===== src/rtl/run_controller_if.sv =====
// Run-handshake bundle: host start/result port, processor req/done, data-memory read port.
// Latency: none, wires only.
// Backpressure: res_valid/res_ready on the result stream; the rest are level or pulse signals.
interface run_controller_if #(
    parameter int CW = 16,
    parameter int AW = 8
);
    logic          start;
    logic          dut_reset;
    logic          req;
    logic          done;
    logic [AW-1:0] mem_rd_addr;
    logic [7:0]    mem_rd_data;
    logic          res_valid;
    logic          res_ready;
    logic [7:0]    res_data;
    logic [AW-1:0] res_idx;
    logic          busy;
    logic          run_done;
    logic          timed_out;
    logic [CW-1:0] cycle_count;

    // Controller side.
    modport master (
        input  start, done, mem_rd_data, res_ready,
        output dut_reset, req, mem_rd_addr, res_valid, res_data, res_idx,
               busy, run_done, timed_out, cycle_count
    );

    // Host / processor / memory side.
    modport slave (
        output start, done, mem_rd_data, res_ready,
        input  dut_reset, req, mem_rd_addr, res_valid, res_data, res_idx,
               busy, run_done, timed_out, cycle_count
    );
endinterface


===== src/rtl/run_controller.sv =====
// Run controller: resets the processor, pulses req, waits for done or timeout, then streams results.
// Latency: RST_CYC reset cycles + 1 req cycle + WAIT cycles + one cycle per accepted beat + 1 FIN cycle.
// Backpressure: result beats hold res_data/res_idx stable while res_ready is low.
module run_controller #(
    parameter int RST_CYC  = 2,
    parameter int TIMEOUT  = 4096,
    parameter int CW       = 16,
    parameter int AW       = 8,
    parameter int RES_BASE = 0,
    parameter int RES_LEN  = 8
) (
    input  logic              clk,
    input  logic              reset,
    run_controller_if.master  bus
);
    typedef enum logic [2:0] {
        S_IDLE = 3'd0,
        S_RST  = 3'd1,
        S_REQ  = 3'd2,
        S_WAIT = 3'd3,
        S_READ = 3'd4,
        S_FIN  = 3'd5,
        S_TMO  = 3'd6
    } state_t;

    localparam int             RCW      = (RST_CYC > 1) ? $clog2(RST_CYC) : 1;
    localparam logic [RCW-1:0] RST_LAST = RCW'(RST_CYC - 1);
    localparam logic [CW-1:0]  TMO_LIM  = CW'(TIMEOUT);
    localparam logic [AW-1:0]  BASE     = AW'(RES_BASE);
    // With RES_LEN == 0 this value is never used: WAIT skips READ entirely.
    localparam logic [AW-1:0]  IDX_LAST = AW'(RES_LEN - 1);
    localparam bit             NO_RES   = (RES_LEN == 0);

    state_t          state_q, state_d;
    logic [RCW-1:0]  rst_cnt_q, rst_cnt_d;
    logic [CW-1:0]   cycle_count_q, cycle_count_d;
    logic [AW-1:0]   res_idx_q, res_idx_d;
    logic            timed_out_q, timed_out_d;
    logic [CW-1:0]   cc_inc;

    logic            dut_reset_c;
    logic            req_c;
    logic            res_valid_c;
    logic [7:0]      res_data_c;
    logic [AW-1:0]   mem_rd_addr_c;
    logic            run_done_c;

    // State and counter registers; reset aborts any run in flight.
    always_ff @(posedge clk) begin
        if (reset) begin
            state_q       <= S_IDLE;
            rst_cnt_q     <= '0;
            cycle_count_q <= '0;
            res_idx_q     <= '0;
            timed_out_q   <= 1'b0;
        end else begin
            state_q       <= state_d;
            rst_cnt_q     <= rst_cnt_d;
            cycle_count_q <= cycle_count_d;
            res_idx_q     <= res_idx_d;
            timed_out_q   <= timed_out_d;
        end
    end

    // Next-state, counter updates and Moore outputs (mem read data passes straight through in READ).
    always_comb begin
        state_d       = state_q;
        rst_cnt_d     = rst_cnt_q;
        cycle_count_d = cycle_count_q;
        res_idx_d     = res_idx_q;
        timed_out_d   = timed_out_q;
        cc_inc        = cycle_count_q + 1'b1;
        dut_reset_c   = 1'b0;
        req_c         = 1'b0;
        res_valid_c   = 1'b0;
        res_data_c    = 8'h00;
        mem_rd_addr_c = '0;
        run_done_c    = 1'b0;

        case (state_q)
            S_IDLE: begin
                dut_reset_c = 1'b1;
                if (bus.start) begin
                    state_d       = S_RST;
                    timed_out_d   = 1'b0;
                    cycle_count_d = '0;
                    rst_cnt_d     = '0;
                    res_idx_d     = '0;
                end
            end
            S_RST: begin
                dut_reset_c = 1'b1;
                if (rst_cnt_q == RST_LAST) begin
                    state_d = S_REQ;
                end else begin
                    rst_cnt_d = rst_cnt_q + 1'b1;
                end
            end
            S_REQ: begin
                // done is deliberately not looked at here.
                req_c   = 1'b1;
                state_d = S_WAIT;
            end
            S_WAIT: begin
                // The cycle in which done is seen is counted.
                cycle_count_d = cc_inc;
                if (bus.done) begin
                    state_d = NO_RES ? S_FIN : S_READ;
                end else if (cc_inc == TMO_LIM) begin
                    state_d = S_TMO;
                end
            end
            S_READ: begin
                // Address wraps naturally at the top of memory.
                mem_rd_addr_c = BASE + res_idx_q;
                res_valid_c   = 1'b1;
                res_data_c    = bus.mem_rd_data;
                if (bus.res_ready) begin
                    if (res_idx_q == IDX_LAST) begin
                        state_d   = S_FIN;
                        res_idx_d = '0;
                    end else begin
                        res_idx_d = res_idx_q + 1'b1;
                    end
                end
            end
            S_FIN: begin
                run_done_c = 1'b1;
                state_d    = S_IDLE;
            end
            S_TMO: begin
                timed_out_d = 1'b1;
                state_d     = S_IDLE;
            end
            default: begin
                state_d = S_IDLE;
            end
        endcase
    end

    assign bus.dut_reset   = dut_reset_c;
    assign bus.req         = req_c;
    assign bus.mem_rd_addr = mem_rd_addr_c;
    assign bus.res_valid   = res_valid_c;
    assign bus.res_data    = res_data_c;
    assign bus.res_idx     = res_idx_q;
    assign bus.busy        = (state_q != S_IDLE);
    assign bus.run_done    = run_done_c;
    assign bus.timed_out   = timed_out_q;
    assign bus.cycle_count = cycle_count_q;
endmodule


===== src/flat_wrapper.sv =====
// flat-port wrapper written by rule: the top's interface ports become plain ports
module run_controller_flat 
#(
    parameter int RST_CYC  = 2,
    parameter int TIMEOUT  = 4096,
    parameter int CW       = 16,
    parameter int AW       = 8,
    parameter int RES_BASE = 0,
    parameter int RES_LEN  = 8
)
  (clk, reset, bus_start, bus_done, bus_mem_rd_data, bus_res_ready, bus_dut_reset, bus_req, bus_mem_rd_addr, bus_res_valid, bus_res_data, bus_res_idx, bus_busy, bus_run_done, bus_timed_out, bus_cycle_count);
  run_controller_if #(.CW(CW), .AW(AW)) bus_i ();
  input  logic clk;
  input  logic reset;
  input wire logic [$bits(bus_i.start)-1:0] bus_start;
  input wire logic [$bits(bus_i.done)-1:0] bus_done;
  input wire logic [$bits(bus_i.mem_rd_data)-1:0] bus_mem_rd_data;
  input wire logic [$bits(bus_i.res_ready)-1:0] bus_res_ready;
  output wire logic [$bits(bus_i.dut_reset)-1:0] bus_dut_reset;
  output wire logic [$bits(bus_i.req)-1:0] bus_req;
  output wire logic [$bits(bus_i.mem_rd_addr)-1:0] bus_mem_rd_addr;
  output wire logic [$bits(bus_i.res_valid)-1:0] bus_res_valid;
  output wire logic [$bits(bus_i.res_data)-1:0] bus_res_data;
  output wire logic [$bits(bus_i.res_idx)-1:0] bus_res_idx;
  output wire logic [$bits(bus_i.busy)-1:0] bus_busy;
  output wire logic [$bits(bus_i.run_done)-1:0] bus_run_done;
  output wire logic [$bits(bus_i.timed_out)-1:0] bus_timed_out;
  output wire logic [$bits(bus_i.cycle_count)-1:0] bus_cycle_count;
  assign bus_i.start = bus_start;
  assign bus_i.done = bus_done;
  assign bus_i.mem_rd_data = bus_mem_rd_data;
  assign bus_i.res_ready = bus_res_ready;
  assign bus_dut_reset = bus_i.dut_reset;
  assign bus_req = bus_i.req;
  assign bus_mem_rd_addr = bus_i.mem_rd_addr;
  assign bus_res_valid = bus_i.res_valid;
  assign bus_res_data = bus_i.res_data;
  assign bus_res_idx = bus_i.res_idx;
  assign bus_busy = bus_i.busy;
  assign bus_run_done = bus_i.run_done;
  assign bus_timed_out = bus_i.timed_out;
  assign bus_cycle_count = bus_i.cycle_count;
  run_controller #(.RST_CYC(RST_CYC), .TIMEOUT(TIMEOUT), .CW(CW), .AW(AW), .RES_BASE(RES_BASE), .RES_LEN(RES_LEN)) u_core (.clk(clk), .reset(reset), .bus(bus_i));
endmodule

===== config.mk =====
export PLATFORM = sky130hd
export DESIGN_NAME = run_controller_flat
export DESIGN_NICKNAME = d
export VERILOG_FILES = /design/src/rtl/run_controller_if.sv /design/src/rtl/run_controller.sv /design/src/flat_wrapper.sv
export SDC_FILE = /design/constraint.sdc
export NUM_CORES = 1
export LEC_CHECK = 0
export ABC_AREA = 1
export CORE_MARGIN = 2
export CORE_UTILIZATION = 35
export DETAILED_ROUTE_END_ITERATION = 6
export SETUP_SLACK_MARGIN = 0.3
export SYNTH_ARGS = -nofsm -noshare
export SYNTH_HDL_FRONTEND = slang
export SYNTH_SLANG_ARGS = --single-unit

===== constraint.sdc =====
create_clock -name clk -period 3.46 [get_ports clk]
set_clock_uncertainty 0.1 [all_clocks]
set_input_delay 0.692 -clock clk [delete_from_list [all_inputs] [get_ports clk]]
set_output_delay 0.692 -clock clk [all_outputs]
set_load 0.005 [all_outputs]

# --- Word level (Yosys, flattened, before mapping) ---
# Cells that the tools add are included.
word_totals:
  register_bits: 29
  in_bits: 13
  output_inout_bits: 46
  word_cells: 56
classes:
  addsub: 3
  eq_ne: 13
  muxes: 23
  reduce_logical: 12
ops:
  columns: ["op", "count"]
  rows:
  - ["8-bit 2-to-1 mux", 5]
  - ["16-bit one-hot mux with 2 select lines", 1]
  - ["3-bit 2-to-1 mux", 6]
  - ["16-bit by 1-bit adder with 16-bit output (second input constant)", 1]
  - ["16-bit by 13-bit equality test with 1-bit output (second input constant)", 1]
  - ["16-bit 2-to-1 mux", 1]
  - ["8-bit one-hot mux with 2 select lines", 1]
  - ["3-bit one-hot mux with 5 select lines", 1]
  - ["3-bit equality test (second input constant)", 3]
  - ["8-bit by 1-bit adder with 8-bit output (second input constant)", 1]
  - ["8-bit by 3-bit equality test with 1-bit output (second input constant)", 1]
  - ["2-bit nonzero test", 4]
  - ["3-bit by 2-bit equality test with 1-bit output (second input constant)", 2]
  - ["1-bit 2-to-1 mux", 6]
  - ["2-bit AND reduction", 3]
  - ["5-bit AND reduction", 1]
  - ["2-bit by 1-bit != test with 1-bit output (second input constant)", 2]
  - ["2-bit != test (second input constant)", 2]
  - ["1-bit one-hot mux with 2 select lines", 2]
  - ["3-bit by 1-bit equality test with 1-bit output (second input constant)", 1]
  - ["3-bit zero test", 1]
  - ["3-bit by 2-bit != test with 1-bit output (second input constant)", 1]
  - ["3-bit AND reduction", 1]
  - ["3-bit nonzero test", 1]
  - ["other kinds (2)", 2]

# --- Depth between registers and ports, before layout ---
# Gate-level depths: netlist of the first run.
logic_depth:
  depth_word: 5
  ltp_mapped: 14
  mapped_depth_nobuf: 14

# --- Worst setup path after synthesis of the first run ---
# OpenSTA, ideal clock, no wires.
synth_timing:
  path_type: "flip-flop to output port"
  startpoint: "register u_core.state_q[2]"
  endpoint: "output port bus_mem_rd_addr[0]"
  arrival_ps: 1111
  required_ps: 2668
  path_slack_ps: 1557
  path_stages_with_launch: 6
  n_path_buf: 1
  cell_sequence: "dfxtp_1 inv_1 nor2_4 inv_2 buf_1 nor2_1"
synth_between:
  elab_chain_cells: 2
synth_rtl:
  columns: ["element", "line_no", "text"]
  rows:
  - ["start, declared", "run_controller.sv:34", "state_t state_q, state_d;"]
  - ["start signal, assigned", "run_controller.sv:57", "state_q <= state_d;"]
  - ["3-bit equality test", "run_controller.sv:80", "case (state_q)"]
  - ["8-bit 2-to-1 mux", "run_controller.sv:80", null]
  - ["end, declared", "flat_wrapper.sv:21", "output wire logic [$bits(bus_i.mem_rd_addr)-1:0] bus_mem_rd_addr;"]
# Every way passes these cells.

# --- Final worst setup path of the first run ---
layout_timing:
  startpoint: "register u_core.state_q[2]"
  endpoint: "output port bus_mem_rd_addr[1]"
# The elaborated chain is that of the path after synthesis.

==> metrics.csv, run 1 <==
stage,metric,value,unit
status,status,"complete, no violations",
placed_design,gp_congestion,0.8537,
placed_design,dp_hpwl,3.612,mm
worst_hold_path,hold_end,u_core.bus.timed_out$_SDFFE_PP0P_,
pwr,ir_drop,0.0002992,V
pwr,leakagePower,0.0009319,uW
clock_network,cts_tree,yes,
routing,ant_nets,0,
synth,synth_area_leaders,"dfxtp_1 32%, nand2_1 17%, nor2_1 8.9%",
sta,max_freq,367.1,MHz
synth,yosys_warnings,0,
global_routing,overflow,0,
setup_path,crit_path_max_fanout,19,
finish,syn2layout_area_growth,41.13,%
synth,synth_fp_nets,312,
sta,fin_ws,0.7362,ns
pwr,power,1287,uW
global_routing,grt_antenna_before_repair,0,
worst_hold_path,min_from,u_core.bus.timed_out$_SDFFE_PP0P_,
floorplanning,coreArea,5075,sq um
synth,avgSynthCellArea,6.146,sq um
setup_path,worst_setup_path_start_kind,flop,
setup_path,worst_r2r_startpoint,u_core.bus.cycle_count[0]$_SDFFE_PP0P_,
global_routing,grt_pass1_wl,8.383,mm
routing,vias,1996,
finish,num_antenna_cells,0,
finish,nNetsFinal,374,
setup_path,path_cells,"inv_1, nor2_4, inv_2, nor2_1, clkdlybuf4s50_1",
clock_network,clock_latency,0.29,ns
synth,yosys.area.top_type,dfxtp_1,
synth,ys_types,28,
setup_path,timing.rr.end,u_core.state_q[1]$_SDFFE_PP0P_,
synth,syn_area,1819,sq um
setup_path,worst_path_max_delay_cell,clkdlybuf4s50_1,
placed_design,port_buffers,58,
clock_network,cts_buffers,5,
run,cap_violations,0,
sta,rsz0062_at_grt,no,
sta,drv_slew,0,
setup_path,crit_arrival,1.93,ns
floorplanning,io_pins,59,
sta,period_needed,2.724,ns
global_routing,grt_pass1_vias,1837,
global_routing,grt_max_degree,21,
sta,relSlewSlack,0.6822,
routing,wire_per_inst,11.42,um
worst_hold_path,hold_depth,2,
floorplanning,start_util,0.3585,
sta,setup_violations,0,
synth,yosysMostFrequentCell,nand2_1,
sta,fin_crit_sh,0.7872,
clock_network,htreeDepth,2,
clock_network,clk_pin_slew,0.06,ns
routing,drt_iter0_markers,86,
setup_path,reg2reg_depth,12,
synth,synth_edf_count,0,
worst_hold_path,hold_path_class,flop to flop,
synth,async_flop_share,0,
synth,synth_top_flop_cell,dfxtp_1,
setup_path,max_stage_delay,0.51,ns
clock_network,clockBufferDepth,2,
pwr,p_per_area,501.4,nW/um^2
clock_network,cts_resized,0,
finish,drive_gt1_frac,0.06425,
synth,netlist.area_leader.share,0.3191,
setup_path,r2r_setup_slack,1.24,ns
placed_design,dp_slack,0.8783,ns
routing,viasPerCell,4.664,
routing,drc,0,
synth,postSynthCellCount,296,
setup_path,endpoint_kind,output port,
finish,fillers,538,
clock_network,numClockSinks,29,
synth,yosysSeqAreaShare,0.3191,
routing,wirelength,4.886,mm
floorplanning,die_x,76.10,um
clock_network,cts_hold_buffers,0,
setup_path,critical_path_required,2.67,ns
sta,tns,0,ns
clock_network,cts_setup_buffers,0,
floorplanning,die_h,76.10,um
routing,drt-pass1-iter-count,5,
setup_path,crit_type,flop to output port,
floorplanning,die_area,5790,sq um
sta,hold_viol,0,
global_routing,grtUsageTotal,0.1759,
floorplanning,placementRows,26,
sta,worst_pin_slew,0.4736,ns
clock_network,clockRootBuffer,clkbuf_8,
synth,ys_top_cells_by_count,"82 x nand2_1, 43 x nor2_1, 41 x inv_1",
synth,synth_seq_cells,29,
-- per-stage QoR --
step                utilization  instance area [sq um]  hold slack, ns  cells
detailed placement       0.4889                   2481          0.3567    421
global placement         0.4889                   2481          0.3533    421
finish                   0.5059                   2567          0.3632    428
floorplan                     -                   1819          0.3397    296
CTS                      0.5059                   2567          0.3689    428
global route             0.5059                   2567          0.3946    428
-- layout by cell type, fill, tap and decap left out, types with 2 or more instances in the layout --
cell	instances
nand2_2	2
nor2_2	4
a211oi_1	3
dfxtp_1	29
nor4_2	2
nand3_1	23
xor2_1	2
nor3_1	8
inv_1	41
nor2_4	2
a21oi_1	26
clkdlybuf4s50_1	58
inv_2	2
o21bai_1	3
ha_1	3
nand2_1	82
buf_4	2
nand4_1	6
nor2_1	43
nor3_2	2
o21ai_1	2
clkbuf_8	6
-- layout make-up --
class / instances / area (sq um) / share of cell area
multi-input combinational: 219 / 1056 / 0.4113
inverter: 43 / 161.4 / 0.06287
sequential: 29 / 580.6 / 0.2261
timing repair buffer: 60 / 595.6 / 0.2320
clock buffer: 7 / 86.33 / 0.03363
tap: 70 / 87.58 / 0.03411
-- where the power goes --
group          internal [uW]  leakage [uW]  switching, uW
Combinational            241      0.000653            342
Clock                    158     0.0000443            135
Sequential               370      0.000235           42.1
Total                    768      0.000932            519
-- worst max path at each step --
stage	start	end	cells past startpoint
CTS	u_core.state_q[2]$_SDFFE_PP0P_	bus_mem_rd_addr[1]	5
global route	u_core.state_q[2]$_SDFFE_PP0P_	bus_res_data[2]	5
floorplan	u_core.state_q[2]$_SDFFE_PP0P_	bus_mem_rd_addr[0]	5
finish	u_core.state_q[2]$_SDFFE_PP0P_	bus_mem_rd_addr[1]	5
detailed placement	bus_mem_rd_data[6]	bus_res_data[6]	4
global placement	bus_mem_rd_data[2]	bus_res_data[2]	4
-- kinds of logic (layout without fill, tap and decap cells) --
kind of cell    Yosys count  after routing  synth area share
flops                    29             29            0.3191
xor+xnor                  3              3           0.01445
buf+inv                  48            110            0.1004
simple gates            176            176            0.4285
compound gates           37             37            0.1169
fa+ha+maj                 3              3           0.02063
-- registers in the layout, summed over array words and instances (netlist names) --
signal                  flops
u_core.bus.cycle_count     16
u_core.bus.res_idx          8
u_core.bus.timed_out        1
u_core.rst_cnt_q            1
u_core.state_q              3
-- layer usage --
| layer | wire length, um | global-route usage | up-vias |
|---|---|---|---|
| met4 | 105 | 0.08000 | 0 |
| li1 | - | - | 1071 |
| met3 | 331 | 0.05213 | 11 |
| met2 | 2210 | 0.2759 | 54 |
| met5 | 0 | 0 | - |
| met1 | 2239 | 0.2234 | 860 |
-- critical path: cells and delay by family (launching register included) --
kind | cells | cell delay [ns]
and+or+nand+nor | 2 | 0.35
buffers and inverters | 3 | 0.83
DFF | 1 | 0.45
Power figures use the tool's default switching activity.
==> run 2, diff against run 1 <==
- PLACE_DENSITY: default -> 0.66
- clock period: 3.46 -> 2.3 ns (I/O delays scaled with it)
==> metrics.csv, run 2 (same netlist as run 1, synthesis figures left out) <==
stage,metric,value,unit,change
clock_network,numClockSinks,29,,unchanged
setup_path,critical_path_required,1.74,ns,-0.93 ns
routing,drc,0,,unchanged
finish,syn2layout_area_growth,51.86,%,
setup_path,worst_setup_path_start_kind,flop,,
setup_path,crit_buf_inv,3,,unchanged
global_routing,grt_pass1_wl,8.487,mm,+1.2%
routing,drt_iter0_markers,119,,+38%
setup_path,crit_arrival,1.66,ns,-0.27 ns
routing,wire_per_inst,12.03,um,+5.4%
sta,relSlewSlack,0.7136,,+0.03141
sta,rsz0062_at_grt,yes,,
clock_network,clockBufferDepth,2,,unchanged
sta,fin_crit_sh,0.9674,,
global_routing,grt_antenna_before_repair,0,,unchanged
floorplanning,coreArea,5075,sq um,unchanged
routing,vias,2076,,+4.0%
sta,drv_slew,0,,unchanged
pwr,p_per_area,752.8,nW/um^2,+50%
placed_design,dp_hpwl,3.658,mm,+1.3%
floorplanning,die_area,5790,sq um,unchanged
clock_network,clockRootBuffer,clkbuf_8,,
setup_path,worst_path_max_delay_cell,clkdlybuf4s50_1,,
routing,wirelength,5.257,mm,+7.6%
sta,max_freq,449.4,MHz,
run,cap_violations,0,,unchanged
setup_path,path_cells,"nor2_2, inv_2, nor2_4, inv_6, nor2_1, clkdlybuf4s50_1",,
setup_path,endpoint_kind,output port,,
sta,hold_viol,0,,unchanged
floorplanning,placementRows,26,,unchanged
floorplanning,die_h,76.10,um,unchanged
clock_network,clock_latency,0.28,ns,about the same
floorplanning,die_x,76.10,um,unchanged
sta,holdWs,0.3646,ns,+0.001429 ns
floorplanning,io_pins,59,,unchanged
setup_path,cpLargestDelayFamily,buffers and inverters,,
pwr,ir_drop,0.0005591,V,+87%
routing,drt-pass1-iter-count,4,,-1
finish,num_antenna_cells,0,,unchanged
sta,worst_pin_slew,0.4268,ns,-0.04681 ns
global_routing,overflow,0,,unchanged
global_routing,grtUsageTotal,0.1759,,about the same
routing,viasPerCell,4.751,,+1.9%
setup_path,crit_type,flop to output port,,
clock_network,cts_buffers,5,,unchanged
finish,final_cells,437,,+2.1%
placed_design,place_inst,425,,+0.95%
sta,tns,0,ns,unchanged
routing,ant_nets,0,,unchanged
placed_design,gp_congestion,0.9081,,+6.4%
clock_network,cts_hold_buffers,0,,unchanged
global_routing,grt_pass1_vias,1865,,+1.5%
setup_path,max_stage_delay,0.50,ns,about the same
finish,mostFrequentLayoutCells,"79 x nand2_1, 44 x clkdlybuf4s50_1, 40 x inv_1",,
clock_network,cts_tree,yes,,
status,status,"complete, no violations",,
setup_path,crit_path_max_fanout,17,,-2
finish,fillers,507,,-5.8%
sta,period_needed,2.225,ns,
placed_design,port_buffers,58,,unchanged
finish,fin_area,2763,sq um,+7.6%
worst_hold_path,hold_path_class,flop to flop,,
finish,final_common_cell,nand2_1,,
finish,drive_gt1_frac,0.1662,,+0.1020
placed_design,placed_area,2511,sq um,+1.2%
finish,largest_reg_flops,16,,unchanged
global_routing,grt_max_degree,20,,-4.8%
sta,setup_violations,0,,unchanged
finish,nNetsFinal,383,,+2.4%
clock_network,htreeDepth,2,,unchanged
pwr,leakagePower,0.001153,uW,+24%
floorplanning,start_util,0.3585,,unchanged
clock_network,clk_pin_slew,0.06,ns,about the same
-- run 2: routing by layer --
layer / track usage / share of wire / up-vias
li1: - / - / 1092
met1: 0.2222 / 0.46 / 921
met2: 0.2875 / 0.48 / 56
met3: 0.04502 / 0.049 / 7
met4: 0.06909 / 0.013 / 0
met5: 0 / 0 / -
-- run 2: where the power goes --
| group | total [uW] | internal (uW) | switching [uW] | leakage, uW |
|---|---|---|---|---|
| logic | 1010 | 426 | 588 | 0.000870 |
| clock network | 434 | 236 | 198 | 0.0000433 |
| registers | 632 | 571 | 61.2 | 0.000240 |
-- run 2: what timing repair did --
action | in CTS | in global routing
setup endpoints to repair | 23 | 21
setup buffers | 5 | 0
gates cloned | 0 | 0
resized for setup | 19 | 35
-- run 2: metrics by stage --
stage,worst slack [ns],total power [uW],utilization
floorplan,0.4428,1152,-
finish,0.07500,2080,0.5444
CTS,0.08370,2067,0.5249
detailed placement,0.1814,1531,0.4948
global placement,0.1948,1520,0.4948
global route,0.002310,2227,0.5444
-- run 2: area by class of cell --
class | instances | area, sq um | share of cell area
tap | 70 | 87.58 | 0.03170
multi-input combinational | 219 | 1145 | 0.4144
clock buffer | 6 | 82.58 | 0.02989
sequential | 29 | 598.1 | 0.2165
clock inverter | 1 | 7.507 | 0.002717
timing repair buffer | 69 | 675.6 | 0.2446
inverter | 43 | 166.4 | 0.06024
-- run 2: final timing paths --
path | depth (start not counted) | startpoint | to | slack [ns]
worst max-delay path | 6 | u_core.state_q[1]$_SDFFE_PP0P_ | bus_mem_rd_addr[3] | 0.08
worst min-delay path | 2 | u_core.bus.timed_out$_SDFFE_PP0P_ | u_core.bus.timed_out$_SDFFE_PP0P_ | 0.36
worst min register to register | 2 | u_core.bus.timed_out$_SDFFE_PP0P_ | u_core.bus.timed_out$_SDFFE_PP0P_ | 0.36
worst max register to register | 11 | u_core.bus.cycle_count[7]$_SDFFE_PP0P_ | u_core.state_q[1]$_SDFFE_PP0P_ | 0.44
-- run 2: tightest hold or removal path: cells and delay by family (launching register included) --
| kind | cells | cell delay, ns |
|---|---|---|
| flops | 1 | 0.31 |
| simple gates | 1 | 0.06 |
| compound gates | 1 | 0.05 |
==> run 3, diff against run 2 <==
- GPL_TIMING_DRIVEN: default -> 1
==> results of run 3 <==
No change in the layout: final DEF, timing and power equal those of run 2.
==> variant (settings of run 3) <==
The 7 states of `state_t` get a one-hot encoding in 7 bits.
--- a/src/rtl/run_controller.sv
+++ b/src/rtl/run_controller.sv
@@ -13,14 +13,14 @@
     input  logic              reset,
     run_controller_if.master  bus
 );
-    typedef enum logic [2:0] {
-        S_IDLE = 3'd0,
-        S_RST  = 3'd1,
-        S_REQ  = 3'd2,
-        S_WAIT = 3'd3,
-        S_READ = 3'd4,
-        S_FIN  = 3'd5,
-        S_TMO  = 3'd6
+    typedef enum logic [6:0] {
+        S_IDLE = 7'b0000001,
+        S_RST  = 7'b0000010,
+        S_REQ  = 7'b0000100,
+        S_WAIT = 7'b0001000,
+        S_READ = 7'b0010000,
+        S_FIN  = 7'b0100000,
+        S_TMO  = 7'b1000000
     } state_t;
 
     localparam int             RCW      = (RST_CYC > 1) ? $clog2(RST_CYC) : 1;
Behaviour: same outputs for any inputs over 10 cycles, from zero or initial values and one cycle with reset high; not proved beyond that.
==> variant against run 3 <==
  * Maximum frequency increased by 2.1%
  * Setup slack improved by 0.046 ns
  * Sequential cell count increased by 4
  * Utilization increased by 0.65 points
  * Cell area increased by 17%
  * Synthesized area increased by 15%
  * Worst hold slack got worse by 0.0087 ns
  * Register-to-register slack got worse by 0.12 ns
  * Wire length increased by 24%
  * Highest routed layer unchanged
Power is not compared: it rests on default switching activity, and its combinational part moved more than twofold at a synthesized area within 25%.
==> variant: results (changes against run 3) <==
status=finished clean; ant diodes=0 (unchanged); met2 GRT Util=29.4% (+0.68 points); detailed-router iteration count before antenna repair=4 (unchanged); routed length on met2=3220 um (+28%); gate count of the mapped netlist=345 (+17%); most used flip-flop cell after synthesis=sky130_fd_sc_hd__dfxtp_1; share of the yosys chip area belonging to registers=31.5% (-0.45 points); number of global-route vias before repair=2057 (+10%); overall global routing resource usage=18.3% (+0.73 points); global-route met3 utilization=3.74% (-0.77 points); fin nets=447 (+17%); largest cells by area after synthesis=sky130_fd_sc_hd__dfxtp_1 31%, sky130_fd_sc_hd__nand2_1 18%, sky130_fd_sc_hd__nor2_1 9.1%; total number of H-tree levels=2 (unchanged); placed instance area=0.00277 mm^2 (+10%); via density per instance=4.80 (+1.0%); longest individual stage delay on the worst path=0.56 ns (+0.06 ns); aggregate routed wire length=6500 um (+24%); hpwl dp=4220 um (+15%); Post-Synth XOR/XNOR Area=1.25% (-0.19 points); kind of cell with the highest combined delay on the critical path=buffers and inverters; fraction of the mapped netlist area in compound gates=10.3% (-1.4 points); slew margin rel.=74.3% (+3.0 points); critical path peak fanout=2 (-15); largest net degree at the start of global routing=25 (+25%); share of final-layout standard cells stronger than drive strength 1=27.8% (+11 points); number of instances in the placed design=476 (+12%); master of the slowest instance on the critical path=sky130_fd_sc_hd__clkdlybuf4s50_1; wl on met1=2900 um (+21%); count of cell types in the netlist=26 (-7.1%); wire length of the first global-routing pass=9430 um (+11%); number of standard cells in the layout, taps in and fillers out=507 (+16%); Net Sw Frac=25.4%; highest signal layer in the routed design=met4; power of the combinational group=~0.20 mW; met1 Use GR=24.5% (+2.2 points); starting DRC count in detailed routing=117 (-1.7%); most frequent cells after synthesis=103 x sky130_fd_sc_hd__nand2_1, 51 x sky130_fd_sc_hd__nor2_1, 50 x sky130_fd_sc_hd__inv_1; RePlAce Congestion=0.879 (-3.2%); peak ir drop on the vdd network=0.210 mV; metal3 WL=284 um (+10%); worst path arrival time=1.62 ns (-0.04 ns); area share of fa/ha/maj cells after synthesis=1.79% (-0.28 points); worst-case clock buffer depth=2 (unchanged); Post-Synthesis Net Count=361 (+16%)
-- variant: logic make-up (layout without fill, tap and decap cells) --
| kind of cell | count (synthesis) | in the layout |
|---|---|---|
| DFF | 33 | 33 |
| adders and majority gates | 3 | 3 |
| and+or+nand+nor | 204 | 204 |
| xor gates and xnor gates | 3 | 3 |
| buffers and inverters | 61 | 148 |
| AOI/OAI and AO/OA | 41 | 41 |
-- variant: layout make-up --
| class | count | area, um^2 |
|---|---|---|
| repair buffers | 85 | 753 |
| multi-input cells | 251 | 1350 |
| clock buffers | 7 | 86.3 |
| well taps | 75 | 93.8 |
| clock inverters | 1 | 30.0 |
| fillers | 553 | 2630 |
| inverters | 55 | 219 |
| flip-flops and latches | 33 | 692 |
-- variant: worst paths after layout --
path                          from               endpoint  slack (ns)  cells past startpoint
max              u_core.state_q[1]           bus_run_done        0.12                      4
min reg2reg  u_core.bus.res_idx[0]  u_core.bus.res_idx[0]        0.36                      1
max reg2reg      u_core.state_q[1]      u_core.state_q[2]        0.32                     14
min          u_core.bus.res_idx[0]  u_core.bus.res_idx[0]        0.36                      1
-- variant: repair_timing --
item                                    in CTS  in global routing
buffers inserted                            10                 12
endpoints found under the setup margin      24                 34
pin swaps                                    5                 13
hold endpoints to repair                     0                  0
gates resized for setup                     49                102
cloned                                       0                  1
-- variant: stage by stage --
| stage | total power [mW] | setup WS (ns) |
|---|---|---|
| after floorplan | 0.683 | 0.572 |
| after global placement | 0.741 | 0.133 |
| after detailed placement | 0.741 | 0.0832 |
| after CTS | 1.32 | 0.0917 |
| after global routing | 1.40 | 0.0301 |
| final | 1.35 | 0.121 |
